### config.mk
export PLATFORM = sky130hd
export DESIGN_NAME = uart_rx_pkt_ctrl
export DESIGN_NICKNAME = d
export VERILOG_FILES = /design/src/rtl/uart_rx_pkt_ctrl.sv
export SDC_FILE = /design/constraint.sdc
export NUM_CORES = 1
export LEC_CHECK = 0
export BUFFER_PORTS_ARGS = -buffer_cell sky130_fd_sc_hd__buf_2
export CORE_MARGIN = 5
export CORE_UTILIZATION = 45
export CTS_BUF_LIST = sky130_fd_sc_hd__clkbuf_8
export CTS_CLUSTER_DIAMETER = 80
export DETAILED_ROUTE_END_ITERATION = 12
export PLACE_DENSITY = 0.7
export SETUP_SLACK_MARGIN = 0.4
export SKIP_CTS_REPAIR_TIMING = 1
export SLEW_MARGIN = 20
export SYNTH_ARGS = -nofsm -noshare
export SYNTH_HDL_FRONTEND = slang
export SYNTH_SLANG_ARGS = --single-unit
### constraint.sdc
create_clock -name clk -period 4.05 [get_ports clk]
set_input_delay 0.405 -clock clk [delete_from_list [all_inputs] [get_ports clk]]
set_output_delay 0.405 -clock clk [all_outputs]
set_load 0.01 [all_outputs]
### src/rtl/uart_rx_pkt_ctrl.sv
// Packet controller behind uart_rx: sync hunt, length-prefixed frame parse,
// XOR-checked payload buffering and valid/ready release of verified payloads.
module uart_rx_pkt_ctrl #(
  parameter logic [7:0] SYNC_BYTE    = 8'hA5,
  parameter int         MAX_LEN      = 8,
  parameter int         TIMEOUT_CLKS = 1024
) (
  input  logic       clk,
  input  logic       rst,
  input  logic       rx_done,
  input  logic [7:0] rx_data,
  output logic       out_valid,
  input  logic       out_ready,
  output logic [7:0] out_data,
  output logic       out_last,
  output logic       busy,
  output logic       err_len,
  output logic       err_chk,
  output logic       err_timeout,
  output logic       drop
);
  localparam int LW = $clog2(MAX_LEN + 1);
  localparam int TW = $clog2(TIMEOUT_CLKS);
  localparam int AW = (MAX_LEN > 1) ? $clog2(MAX_LEN) : 1;

  typedef enum logic [2:0] {S_HUNT, S_LEN, S_PAYLOAD, S_CHK, S_SEND} state_t;

  state_t          state, nxt;
  logic [LW-1:0]   len, idx, rd_idx;
  logic [7:0]      chk;
  logic [TW-1:0]   tcnt;
  logic [7:0]      mem [MAX_LEN];

  logic            len_ok, timed, to_hit, hs;
  logic            p_len, p_chk, p_to, p_drop;

  assign len_ok = (rx_data != 8'h00) && (int'(rx_data) <= MAX_LEN);
  assign timed  = (state == S_LEN) || (state == S_PAYLOAD) || (state == S_CHK);
  // Counter is held below TIMEOUT_CLKS-1; the edge that would reach it aborts.
  assign to_hit = timed && !rx_done && (tcnt == TW'(TIMEOUT_CLKS - 2));
  assign hs     = (state == S_SEND) && out_ready;

  assign out_valid = (state == S_SEND);
  assign out_last  = (state == S_SEND) && (rd_idx == len - LW'(1));
  assign out_data  = (state == S_SEND) ? mem[rd_idx[AW-1:0]] : 8'h00;
  assign busy      = (state != S_HUNT);

  always_comb begin
    nxt    = state;
    p_len  = 1'b0;
    p_chk  = 1'b0;
    p_to   = 1'b0;
    p_drop = 1'b0;
    case (state)
      S_HUNT:    if (rx_done && rx_data == SYNC_BYTE) nxt = S_LEN;
      S_LEN:     if (rx_done) begin
                   if (len_ok) nxt = S_PAYLOAD;
                   else begin
                     nxt   = S_HUNT;
                     p_len = 1'b1;
                   end
                 end
      S_PAYLOAD: if (rx_done && idx == len - LW'(1)) nxt = S_CHK;
      S_CHK:     if (rx_done) begin
                   if (rx_data == chk) nxt = S_SEND;
                   else begin
                     nxt   = S_HUNT;
                     p_chk = 1'b1;
                   end
                 end
      S_SEND:    begin
                   p_drop = rx_done;
                   if (hs && out_last) nxt = S_HUNT;
                 end
      default:   nxt = S_HUNT;
    endcase
    if (to_hit) begin
      nxt  = S_HUNT;
      p_to = 1'b1;
    end
  end

  always_ff @(posedge clk or posedge rst) begin
    if (rst) begin
      state       <= S_HUNT;
      len         <= '0;
      idx         <= '0;
      rd_idx      <= '0;
      chk         <= 8'h00;
      tcnt        <= '0;
      err_len     <= 1'b0;
      err_chk     <= 1'b0;
      err_timeout <= 1'b0;
      drop        <= 1'b0;
    end else begin
      state       <= nxt;
      err_len     <= p_len;
      err_chk     <= p_chk;
      err_timeout <= p_to;
      drop        <= p_drop;
      if (!timed || rx_done || nxt != state) tcnt <= '0;
      else                                   tcnt <= tcnt + TW'(1);
      if (state == S_LEN && rx_done && len_ok) begin
        len <= rx_data[LW-1:0];
        chk <= rx_data;
        idx <= '0;
      end
      if (state == S_PAYLOAD && rx_done) begin
        chk <= chk ^ rx_data;
        idx <= idx + LW'(1);
      end
      if (state == S_CHK) rd_idx <= '0;
      else if (hs)        rd_idx <= rd_idx + LW'(1);
    end
  end

  // Payload storage needs no reset; it is only read after being written.
  always_ff @(posedge clk) begin
    if (state == S_PAYLOAD && rx_done) mem[idx[AW-1:0]] <= rx_data;
  end
endmodule

==> key figures <==
Outcome
  – Status: finished, final reports clean

Power
  – Comb power frac: 0.231
  – Power Density: 471.6 mW/mm²
  – Sequential power share: 0.519
  – Leak Pwr: 1.901 nW
  – Peak supply drop: 194.4 µV
  – Clock share of power: 0.250
  – Net Sw Frac: 0.2996
  – Internal: 1.658 mW
  – Switching Power: 709.2 µW

Setup path
  – Worst Path Buf+Inv: 2
  – Critical Path RT: 3640 ps
  – Delay-heaviest family, CP: flip-flops
  – Cells along the critical path: buf_4 > mux4_2 > mux2i_1 > nor2_1 > buf_2
  – Slowest CP cell: dfrtp_1
  – R2R Setup Slk: 1720 ps
  – Setup crit end kind: output port
  – Worst EP arrival: 2370 ps
  – Reg2reg start: state[1]
  – R2r endpoint: mem[5][7]
  – Crit path max fanout: 11
  – Crit path kind: flop to output port
  – Worst Reg-to-Reg Cells: 4
  – Crit path launch type: flop
  – Crit-path max cell delay: 720 ps

GRT
  – Initial antenna violation count: 0
  – Number of global-route vias before repair: 2631
  – Largest net degree at the start of global routing: 38
  – Grt total ovfl: 0
  – First-pass GRT wire length: 14.26 mm
  – Overall routing resource usage: 0.1494

Timing
  – Final max-slew violation count: 0
  – Slew HR: 0.4005
  – Tmin final: 2772 ps
  – Setup-failing EPs final: 0
  – Worst-case clock skew: 13.23 ps
  – Final Cycle Share: 0.6844
  – Unrepaired setup endpoints after global routing: false
  – Fmax achieved: 0.3608 GHz
  – Setup tns final: 0 ps
  – Least-Margin Pin Slew: 896.0 ps
  – Final hold vios: 0
  – Final WS setup: 1278 ps
  – Final hold slack: 111.8 ps

Yosys
  – EDFF count, synth: 64
  – Post-synth ARST share: 0.3663
  – Main synth FF type: edfxtp_1
  – Mapped Nets: 350
  – Post-synthesis sequential element count: 101
  – Synth Area per Inst: 13.74 µm²
  – Netlist Area Pre-Place: 0.004574 mm²
  – Cells after synthesis: 333
  – Sequential area share after synthesis: 0.6225
  – Synth cell types: 47
  – Synth warnings: 0

Floorplan
  – Initial Util: 0.4637
  – Die area: 0.01228 mm²
  – Num rows: 36
  – Top-Level Pins: 27
  – Die height: 110.8 µm
  – Core Region: 0.009864 mm²
  – Die Wd: 110.8 µm

Run
  – Max Cap Viol: 0

Clock network
  – Root buf cell: clkbuf_8
  – H-tree depth: 3
  – CTS Buffer Depth: 2
  – Reg clk slew, reported paths: 100 ps
  – TritonCTS clock tree: done
  – CTS buffer count: 9
  – TritonCTS Sinks: 101
  – Clock Latency Late Sink: 370 ps

Cells and area
  – Layout Cells excl Fill: 494
  – ANT cells: 0
  – Area growth, synth to finish: 9.737%
  – Layout cells sized above 1: 0.2188
  – Nets: 373

Drt
  – Via Count: 2668
  – DRT antenna net count: 0
  – WL/cell: 17.48 µm
  – Remaining DRCs: 0
  – Final WL: 8.637 mm
  – Drt first pass iters: 4
  – DR vias/cell: 5.401
  – DR iter-0 viols: 247

Place
  – Setup WS pre-CTS: 1361 ps
  – Final Wtd Congestion: 0.7912
  – Dpl cells: 478
  – HPWL reported at the end of detailed placement: 5.736 mm
  – Buffers added on ports: 26

Min path
  – HP Class: primary input to asynchronous set/reset pin
-- metal layers --
layer / vias up / global-route usage / routed length [µm]
met3: 8 / 0.03876 / 469
met1: 1318 / 0.2074 / 3917
li1: 1272 / - / -
met2: 70 / 0.2290 / 4108
met4: 0 / 0.05172 / 141
met5: - / 0 / 0
-- power by group through the flow --
| stage | Clock, mW | Combinational (mW) | Sequential, mW |
|---|---|---|---|
| 3_5_place_dp | 0 | 0.554 | 1.26 |
| 4_1_cts | 0.607 | 0.556 | 1.23 |
| 5_1_grt | 0.647 | 0.602 | 1.24 |
| 6_report | 0.592 | 0.546 | 1.23 |
| 2_1_floorplan | 0 | 0.473 | 1.15 |
| 3_3_place_gp | 0 | 0.545 | 1.25 |
-- through the flow --
step | total power [mW] | area [µm²] | util
final | 2.367 | 5020 | 0.5089
after global routing | 2.491 | 5020 | 0.5089
after CTS | 2.397 | 5011 | 0.5080
after floorplan | 1.628 | 4574 | -
after global placement | 1.798 | 4831 | 0.4897
after detailed placement | 1.811 | 4831 | 0.4897
-- registers in the layout (all words and copies together) (netlist names) --
name         cells
mem             64
drop             1
tcnt            10
err_timeout      1
err_chk          1
chk              8
state            3
err_len          1
rd_idx           4
len              4
idx              4
-- synthesized netlist by cell type (all sizes together) (2+ instances only) --
library cell	count	area share
mux4	16	0.079
or3b	2	0.0038
mux2i	8	0.018
nor3b	5	0.0082
dfrtp	37	0.20
a211o	4	0.0077
nand3	12	0.013
nand2b	2	0.0027
edfxtp	64	0.42
xor2	11	0.021
xnor2	15	0.029
xnor3	2	0.0098
o21ai	13	0.017
or4	3	0.0057
and3	5	0.0068
nor3	13	0.016
clkbuf	10	0.0082
nor4	4	0.0068
nand4	8	0.011
nor2	33	0.028
a21oi	5	0.0063
inv	10	0.0082
nand4bb	2	0.0049
ha	5	0.014
nand2	21	0.017
buf	12	0.015
-- area by class of cell --
type	instances	area [µm²]
inverter	10	37.54
clock inverter	7	56.30
multi-input combinational	200	1598
fill	833	4845
clock buffer	9	123.9
tap	133	166.4
sequential	101	2848
timing repair buffer	34	190.2
-- kinds of logic (layout without fill, tap and decap cells) --
group                      after synthesis  in the layout  synth area share
AOI/OAI and AO/OA                       26             26           0.03802
muxes                                   25             25           0.09874
DFF                                    101            101            0.6225
xor gates and xnor gates                28             28           0.05963
buffers and inverters                   32             60           0.03146
and+or+nand+nor                        116            116            0.1359
adders and majority gates                5              5           0.01368
-- worst max path at each step --
stage,cells after the start,startpoint,end,slack [ps]
6_report,5,rd_idx[0],out_data[4],1280
5_1_grt,5,rd_idx[0],out_data[4],1090
4_1_cts,5,rd_idx[0],out_data[4],1200
3_5_place_dp,5,rx_data[5],chk[4],1360
3_3_place_gp,5,rx_data[5],chk[5],1510
2_1_floorplan,6,state[2],mem[4][0],1710
-- tightest hold or removal path, cell delays in order --
cell and delay [ps]:
buf_2 90, inv_1 40, buf_4 400
-- layout by cell type (no fill, tap or decap), types with 5 or more instances in the layout --
cell and instances:
edfxtp_1 64, dfrtp_1 37, nor2_1 31, buf_2 26, nand2_1 21, mux4_2 16, xnor2_1 15, nand3_1 12
inv_1 11, nor3_1 11, xor2_1 11, clkbuf_8 9, nand4_1 8, mux2i_1 8, buf_4 8, o21ai_0 7
nor3b_1 5, and3_1 5, ha_1 5
No activity file was read; power rests on OpenSTA's default activity.
